[src/rtl/tiger_bridge_pkg.sv]
// Shared types and constants for the Tiger uncached data-memory bridge.
package tiger_bridge_pkg;

  typedef enum logic [2:0] {
    ST_IDLE    = 3'd0,
    ST_RD_REQ  = 3'd1,
    ST_RD_WAIT = 3'd2,
    ST_WR_REQ  = 3'd3,
    ST_DONE    = 3'd4
  } state_t;

  typedef enum logic [1:0] {
    SZ_BYTE = 2'd0,
    SZ_HALF = 2'd1,
    SZ_WORD = 2'd2
  } size_t;

  localparam logic [31:0] ERR_READ_VALUE_DEFAULT = 32'h0000_0000;

  // Byte access wins over halfword when the core raises both flags.
  function automatic size_t decode_size(input logic is_byte, input logic is_half);
    if (is_byte)      return SZ_BYTE;
    else if (is_half) return SZ_HALF;
    else              return SZ_WORD;
  endfunction

endpackage

[src/rtl/tiger_lane_steer.sv]
// Byte-lane steering: store-side enables and replication, load-side
// extraction with zero extension. Purely combinational.
module tiger_lane_steer
  import tiger_bridge_pkg::*;
(
  input  size_t       size,
  input  logic [1:0]  addr_lo,
  input  logic [31:0] store_data,
  input  logic [31:0] bus_data,
  output logic [3:0]  byteenable,
  output logic [31:0] lane_data,
  output logic [31:0] load_data
);

  logic [31:0] shifted;

  // Select lanes from the access size and the low address bits.
  always_comb begin
    byteenable = 4'b1111;
    lane_data  = store_data;
    shifted    = bus_data;
    load_data  = bus_data;
    case (size)
      SZ_BYTE: begin
        byteenable = 4'b0001 << addr_lo;
        lane_data  = {4{store_data[7:0]}};
        shifted    = bus_data >> {addr_lo, 3'b000};
        load_data  = {24'h000000, shifted[7:0]};
      end
      SZ_HALF: begin
        byteenable = addr_lo[1] ? 4'b1100 : 4'b0011;
        lane_data  = {2{store_data[15:0]}};
        shifted    = addr_lo[1] ? {16'h0000, bus_data[31:16]} : bus_data;
        load_data  = {16'h0000, shifted[15:0]};
      end
      default: begin
        byteenable = 4'b1111;
        lane_data  = store_data;
        shifted    = bus_data;
        load_data  = bus_data;
      end
    endcase
  end

endmodule

[src/rtl/tiger_uncached_bridge.sv]
// Converts one uncached core load/store into a single Avalon-MM transaction,
// stalling the core until completion and guarding against a dead slave.
module tiger_uncached_bridge
  import tiger_bridge_pkg::*;
#(
  parameter int          TIMEOUT_CYCLES = 1024,
  parameter int          TIMEOUT_W      = 11,
  parameter logic [31:0] ERR_READ_VALUE = ERR_READ_VALUE_DEFAULT
) (
  input  logic        clk,
  input  logic        reset_n,
  input  logic [31:0] memaddress,
  input  logic        memread,
  input  logic        memwrite,
  input  logic [31:0] memwritedata,
  input  logic        mem8,
  input  logic        mem16,
  output logic        stall,
  output logic [31:0] readdata,
  output logic        bus_error,
  output logic [31:0] avm_address,
  output logic        avm_read,
  output logic        avm_write,
  output logic [31:0] avm_writedata,
  output logic [3:0]  avm_byteenable,
  input  logic [31:0] avm_readdata,
  input  logic        avm_waitrequest,
  input  logic        avm_readdatavalid
);

  state_t               state;
  state_t               state_next;
  size_t                size;
  logic [3:0]           steer_be;
  logic [31:0]          steer_wdata;
  logic [31:0]          steer_rdata;
  logic [TIMEOUT_W-1:0] wd_cnt;
  logic                 wd_expired;
  logic                 capture_read;
  logic                 timed_out;
  logic                 in_read;
  logic                 new_request;

  assign size        = decode_size(mem8, mem16);
  assign wd_expired  = (wd_cnt == TIMEOUT_W'(TIMEOUT_CYCLES - 1));
  assign in_read     = (state == ST_RD_REQ) || (state == ST_RD_WAIT);
  assign new_request = (state == ST_IDLE) && (memread || memwrite);

  // The core holds address and size stable while stalled, so the live inputs
  // serve both the request-time lane setup and the capture-time extraction.
  tiger_lane_steer u_lane_steer (
    .size       (size),
    .addr_lo    (memaddress[1:0]),
    .store_data (memwritedata),
    .bus_data   (avm_readdata),
    .byteenable (steer_be),
    .lane_data  (steer_wdata),
    .load_data  (steer_rdata)
  );

  // State register.
  always_ff @(posedge clk or negedge reset_n) begin
    if (!reset_n) state <= ST_IDLE;
    else          state <= state_next;
  end

  // Next-state and strobe decode; completion beats the watchdog in the same cycle.
  always_comb begin
    state_next   = state;
    stall        = 1'b0;
    avm_read     = 1'b0;
    avm_write    = 1'b0;
    capture_read = 1'b0;
    timed_out    = 1'b0;
    case (state)
      ST_IDLE: begin
        stall = memread | memwrite;
        if (memwrite)     state_next = ST_WR_REQ;
        else if (memread) state_next = ST_RD_REQ;
      end
      ST_RD_REQ: begin
        stall    = 1'b1;
        avm_read = 1'b1;
        if (!avm_waitrequest && avm_readdatavalid) begin
          capture_read = 1'b1;
          state_next   = ST_DONE;
        end else if (wd_expired) begin
          timed_out  = 1'b1;
          state_next = ST_DONE;
        end else if (!avm_waitrequest) begin
          state_next = ST_RD_WAIT;
        end
      end
      ST_RD_WAIT: begin
        stall = 1'b1;
        if (avm_readdatavalid) begin
          capture_read = 1'b1;
          state_next   = ST_DONE;
        end else if (wd_expired) begin
          timed_out  = 1'b1;
          state_next = ST_DONE;
        end
      end
      ST_WR_REQ: begin
        stall     = 1'b1;
        avm_write = 1'b1;
        if (!avm_waitrequest) begin
          state_next = ST_DONE;
        end else if (wd_expired) begin
          timed_out  = 1'b1;
          state_next = ST_DONE;
        end
      end
      ST_DONE: begin
        state_next = ST_IDLE;
      end
      default: begin
        state_next = ST_IDLE;
      end
    endcase
  end

  // Latch the Avalon request fields when a new core request is taken.
  always_ff @(posedge clk or negedge reset_n) begin
    if (!reset_n) begin
      avm_address    <= 32'h0;
      avm_byteenable <= 4'h0;
      avm_writedata  <= 32'h0;
    end else if (new_request) begin
      avm_address    <= {memaddress[31:2], 2'b00};
      avm_byteenable <= steer_be;
      avm_writedata  <= steer_wdata;
    end
  end

  // Watchdog: held at zero while idle, counts every busy cycle.
  always_ff @(posedge clk or negedge reset_n) begin
    if (!reset_n) begin
      wd_cnt <= '0;
    end else if (state == ST_IDLE) begin
      wd_cnt <= '0;
    end else if (state != ST_DONE) begin
      wd_cnt <= wd_cnt + 1'b1;
    end
  end

  // Load result register; only a finished or timed-out read updates it.
  always_ff @(posedge clk or negedge reset_n) begin
    if (!reset_n) begin
      readdata <= 32'h0;
    end else if (capture_read) begin
      readdata <= steer_rdata;
    end else if (timed_out && in_read) begin
      readdata <= ERR_READ_VALUE;
    end
  end

  // Sticky bus error flag, cleared only by reset.
  always_ff @(posedge clk or negedge reset_n) begin
    if (!reset_n)       bus_error <= 1'b0;
    else if (timed_out) bus_error <= 1'b1;
  end

endmodule

[config.mk]
export PLATFORM = sky130hd
export DESIGN_NAME = tiger_uncached_bridge
export DESIGN_NICKNAME = d
export VERILOG_FILES = /design/src/rtl/tiger_bridge_pkg.sv /design/src/rtl/tiger_lane_steer.sv /design/src/rtl/tiger_uncached_bridge.sv
export SDC_FILE = /design/constraint.sdc
export NUM_CORES = 1
export LEC_CHECK = 0
export CORE_MARGIN = 5
export CORE_UTILIZATION = 43
export DETAILED_ROUTE_END_ITERATION = 6
export PLACE_DENSITY = 0.84
export REMOVE_ABC_BUFFERS = 1
export SYNTH_ARGS = -nofsm -noshare
export SYNTH_HDL_FRONTEND = slang
export SYNTH_SLANG_ARGS = --single-unit
[constraint.sdc]
create_clock -name clk -period 2.1 [get_ports clk]
set_clock_uncertainty 0.05 [all_clocks]
set_input_delay 0.42 -clock clk [delete_from_list [all_inputs] [get_ports clk]]
set_output_delay 0.42 -clock clk [all_outputs]
set_load 0.05 [all_outputs]
# Yosys cells after proc, flatten, opt, wreduce, memory -nomap -nowiden
# Index checks and enable logic that the tools add are counted.
[op_classes] addsub=1 n_mul=0 n_div=0 order_cmp=0 eq_ne=8 shifts=2 n_mux=31 bitwise=1 n_reduce_logical=12
[op_table] operator="32-bit one-hot mux with 2 select lines" n=2
[op_table] operator="32-bit two-way mux" n=2
[op_table] operator="32-bit by 5-bit >> shifter with 8-bit output" n=1
[op_table] operator="3-bit two-way mux" n=8
[op_table] operator="11-bit two-way mux" n=2
[op_table] operator="16-bit two-way mux" n=1
[op_table] operator="3-bit one-hot mux with 4 select lines" n=1
[op_table] operator="11-bit by 1-bit adder with 11-bit output (second input constant)" n=1
[op_table] operator="11-bit by 10-bit equality test with 1-bit output (second input constant)" n=1
[op_table] operator="1-bit two-way mux" n=8
[op_table] operator="4-bit one-hot mux with 2 select lines" n=1
[op_table] operator="3-bit by 2-bit equality test with 1-bit output (second input constant)" n=2
[op_table] operator="3-bit inequality test (second input constant)" n=2
[op_table] operator="2-bit two-way mux" n=2
[op_table] operator="4-bit two-way mux" n=1
[op_table] operator="4-bit by 3-bit inequality test with 1-bit output (second input constant)" n=1
[op_table] operator="1-bit one-hot mux with 2 select lines" n=2
[op_table] operator="2-bit nonzero test" n=2
[op_table] operator="1-bit by 2-bit left shift with 4-bit output (first input constant)" n=1
[op_table] operator="3-bit by 1-bit equality test with 1-bit output (second input constant)" n=1
[op_table] operator="1-bit logical AND" n=3
[op_table] operator="3-bit zero test" n=1
[op_table] operator="1-bit one-hot mux with 3 select lines" n=1
[op_table] operator="3-bit OR reduction" n=1
[op_table] operator="6 further kinds" n=7
[word_totals] register_bits=113 latchBits=0 ram_bits=0 mem_bits_ro=0 input_bits=104 out_inout_bits=104 elab_cells=62 mem_count=0

# Logic depth before layout (Yosys ltp)
[logic_depth] depth_word=7 depth_mapped=8 depth_no_buf=6

# Cells and area by module
# Synthesis repeated with hierarchy kept, for this count alone.
[unflattened] hier_cells=499 area_unflattened_um2=5604.1
[by_module_without_submodules] module="tiger_uncached_bridge" instances=1 cells_per_inst=366 area_each_um2=4551.9 seq_area_each_um2=2827.7
[by_module_without_submodules] module="tiger_lane_steer" instances=1 cells_per_inst=133 area_each_um2=1052.3 seq_area_each_um2=0.0

# Worst setup path after synthesis
# No wires, ideal clock.
[synth_path] path_type="flip-flop to output port" from="register state[1]" to="output stall" t_arrival_ns=1.362 required_ns=1.630 slack_ns=0.268 path_stages_with_launch=4 n_path_buf=1 cell_sequence="dfrtp_1 -> buf_2 -> nor2_1 -> a21oi_1"
[synth_via] elab_chain_cells=3 word_cells_on_any_way=6 classes_between="eq/ne: 3; mux: 1; reduce/logical: 2"
[synth_rtl] item="start, declared" line="tiger_uncached_bridge.sv:31" text="state_t state;"
[synth_rtl] item="start signal, assigned" line="tiger_uncached_bridge.sv:64" text="else state <= state_next;"
[synth_rtl] item="3-bit by 1-bit equality test with 1-bit output / 3-bit by 2-bit equality test with 1-bit output (equally long branches)" line="tiger_uncached_bridge.sv:75" text="case (state)"
[synth_rtl] item="3-bit OR reduction (no source line)"
[synth_rtl] item="1-bit one-hot mux with 2 select lines *" line="tiger_uncached_bridge.sv:75"
[synth_rtl] item="end, declared" line="tiger_uncached_bridge.sv:18" text="output logic stall,"
# Mark *: on every way between the ends. The rest lies on a longest branch, timed or not.

# Final worst setup path
[layout_path] from="register readdata[6]" to="output readdata[6]"
[layout_lines] item="start, declared" line="tiger_uncached_bridge.sv:19" text="output logic [31:0] readdata,"
[layout_lines] item="start signal, assigned" line="tiger_uncached_bridge.sv:152" text="readdata <= steer_rdata;"
# No word-level cell between the ends.

==> results.md <==
* Min-Delay Path Class: input pin to asynchronous set/reset pin
* Max frequency at 482 MHz
* CTS tree: built
* Via count at 4486
* Clock latency on the worst-skew pair at 410 ps
* Post-synth ARST share at 100%
* Site row count at 39
* Clk root buf: clkbuf_16
* Die Ht at 119 µm
* Number of CTS-inserted buffers at 17
* DR vias/cell at 5.44
* Initial Util at 44.1%
* Met2 global-route usage at 38.3%
* First-pass GRT wire length at 25600 µm
* Most frequent cells after synthesis: 113 x dfrtp_1, 59 x o21ai_0, 55 x nand2_1
* Core area at 0.0115 mm²
* Top cell type's share of synthesized area at 55.7%
* Synth Register Bits at 113
* Max-slew violation count at 0
* Peak supply drop at 1.66 mV
* Critical Path RT at 1630 ps
* Total track usage at 22.7%
* Main area contributors after synthesis: dfrtp_1 56%, mux2_2 8.4%, mux2i_1 6.5%
* Max FO, Critical Path at 2
* Grt ovf at 0
* Post-layout util at 69.9%
* Mean area per synthesized cell at 11.2 µm²
* Setup violations, final at 0
* Clock-pin slew on the worst setup and hold paths at 50 ps
* Leakage Power at 3.84 nW
* Highest cell delay on the worst timing path at 830 ps
* Final Cycle Share at 98.8%
* Final hold viol count at 0
* Cells along the critical path: clkdlybuf4s50_1
* WP data arrival at 1600 ps
* Die area at 0.0141 mm²
* Ports at 208
* M1 GR Usage at 24.9%
* Routed WL per cell at 19.0 µm
* Clock sink count at 113
* H-tree depth at 4
* Post-synth cell types at 43
* GRT busiest layer: met2
* Final setup TNS at 0 ps
* Antenna Cells at 0
* Min Tclk post-route at 2070 ps
* Filler cells at 815
* Max_slew headroom at 56.6%
* Top_reg_cell synth: dfrtp_1
* Buf/Inv on CP at 1
* Top-count cell post-synth: dfrtp_1
* DRT Pass-1 Iters at 4
* Tightest Pin Transition at 649 ps
* Largest net degree at the start of global routing at 58
* Drt total wl at 15700 µm
* DR DRC count at 0
* Die X at 119 µm
* Met3 usage at 11.5%
* Type of origin of the critical path: flop
* PwrDens at 1790 mW/mm²
* Area grow syn2layout at 58.6%
* Slowest-stage cell, CP: clkdlybuf4s50_1
* Post-synth top area cell: dfrtp_1
* Clock Tree Buf Depth at 2
* Max-Cap Viols at 0
* Gpl congestion at 0.871
* Outcome: finished clean
* Postcts setup bufs at 0
* Gate Count Post-Synth at 452
* Vias in the first global route at 4924
* WS Path Type: flop to primary output
* Antenna violations before repair at 0
* Post-synth EDFFs at 0
* DR iter-0 viols at 254
* CP endpoint kind: primary output
* Syn. warnings at 0
* Post-route ant nets at 0
* CP delay by family, top: buffers and inverters
* Dpl hpwl at 11700 µm
* Share of post-route cells with drive strength above 1 at 16.2%
* NumNets Final at 773
* I/O Buffers at 205
* Sequential fraction of the synthesis area at 55.7%
* Synthesized area at 0.00508 mm²
[cells in the final DEF, fill, tap and decap left out, drive strengths merged, types with 6 or more instances in the layout]
master,n
clkbuf,22
a21oi,13
buf,32
mux2i,33
dfrtp,113
mux2,38
o21ai,62
nand4,7
nand3,9
a22o,16
clkdlybuf4s50,169
nand2,55
clkinv,6
a22oi,8
o22a,9
nor2,22
dlymetal6s2s,24
[what timing repair did]
item                                   in CTS  in global routing
setup endpoints to repair                  19                 50
hold buffers                                1                  0
gates resized for setup                     4                 25
endpoints found under the hold margin       4                  0
pin swaps                                   0                  1
[kinds of logic after synthesis]
| family | after synthesis | synth area share, % |
|---|---|---|
| flip-flops | 113 | 55.7 |
| other | 1 | 0.0739 |
| AND/OR/NAND/NOR | 113 | 10.4 |
| adder cells (fa/ha/maj) | 1 | 0.246 |
| XOR/XNOR | 2 | 0.345 |
| multiplexers | 71 | 14.9 |
| AO/OA/AOI/OAI | 118 | 14.6 |
| buffers and inverters | 33 | 3.72 |
[final cells by class]
type / count / area (µm²) / share of cell area [%]
multi-input cells: 307 / 2090 / 26.0
repair buffers: 228 / 2330 / 29.0
well taps: 143 / 179 / 2.22
inverters: 1 / 3.75 / 0.0466
clock inverters: 10 / 131 / 1.63
clock buffers: 22 / 484 / 6.01
flip-flops and latches: 113 / 2830 / 35.1
[worst paths after layout]
kind                                   start                end  slack [ps]  cells past startpoint
setup / recovery                 readdata[6]        readdata[6]          30                      1
hold / removal                       reset_n          bus_error         320                      2
setup reg to reg                    state[0]  avm_writedata[17]         150                      6
hold reg to reg            avm_byteenable[0]  avm_byteenable[0]         430                      2
max in group asynchronous            reset_n    avm_address[13]        1170                      3
min in group clk           avm_byteenable[0]  avm_byteenable[0]         430                      2
[through the flow]
stage          power [mW]  worst slack (ps)  hold WS [ps]  area, µm²  std cells
2_1_floorplan        8.59             -2260          74.4       4900        421
3_3_place_gp         11.3              -322           199       7360        791
3_5_place_dp         11.5              -517           200       7360        791
4_1_cts              14.5             0.734           309       7990        824
5_1_grt              15.1             -9.40           321       8050        824
6_report             14.4              25.5           323       8050        824
[state kept, by name (all words and copies together) (netlist names)]
signal / flops
avm_writedata: 32
readdata: 32
avm_address: 30
wd_cnt: 11
avm_byteenable: 4
state: 3
bus_error: 1
[power by group]
group	leakage [nW]	total (mW)	internal [mW]	switching, mW
registers	1.42	3.76	3.16	0.594
clock network	0.306	2.96	1.98	0.981
logic	2.12	7.71	2.71	5.00
[routing by layer]
| layer | vias to the layer above | wire length [µm] |
|---|---|---|
| met1 | 2205 | 5910 |
| met4 | 0 | 359 |
| met5 | - | 0 |
| met2 | 200 | 7750 |
| li1 | 2049 | - |
| met3 | 32 | 1660 |
No activity file was read; power rests on OpenSTA's default activity.
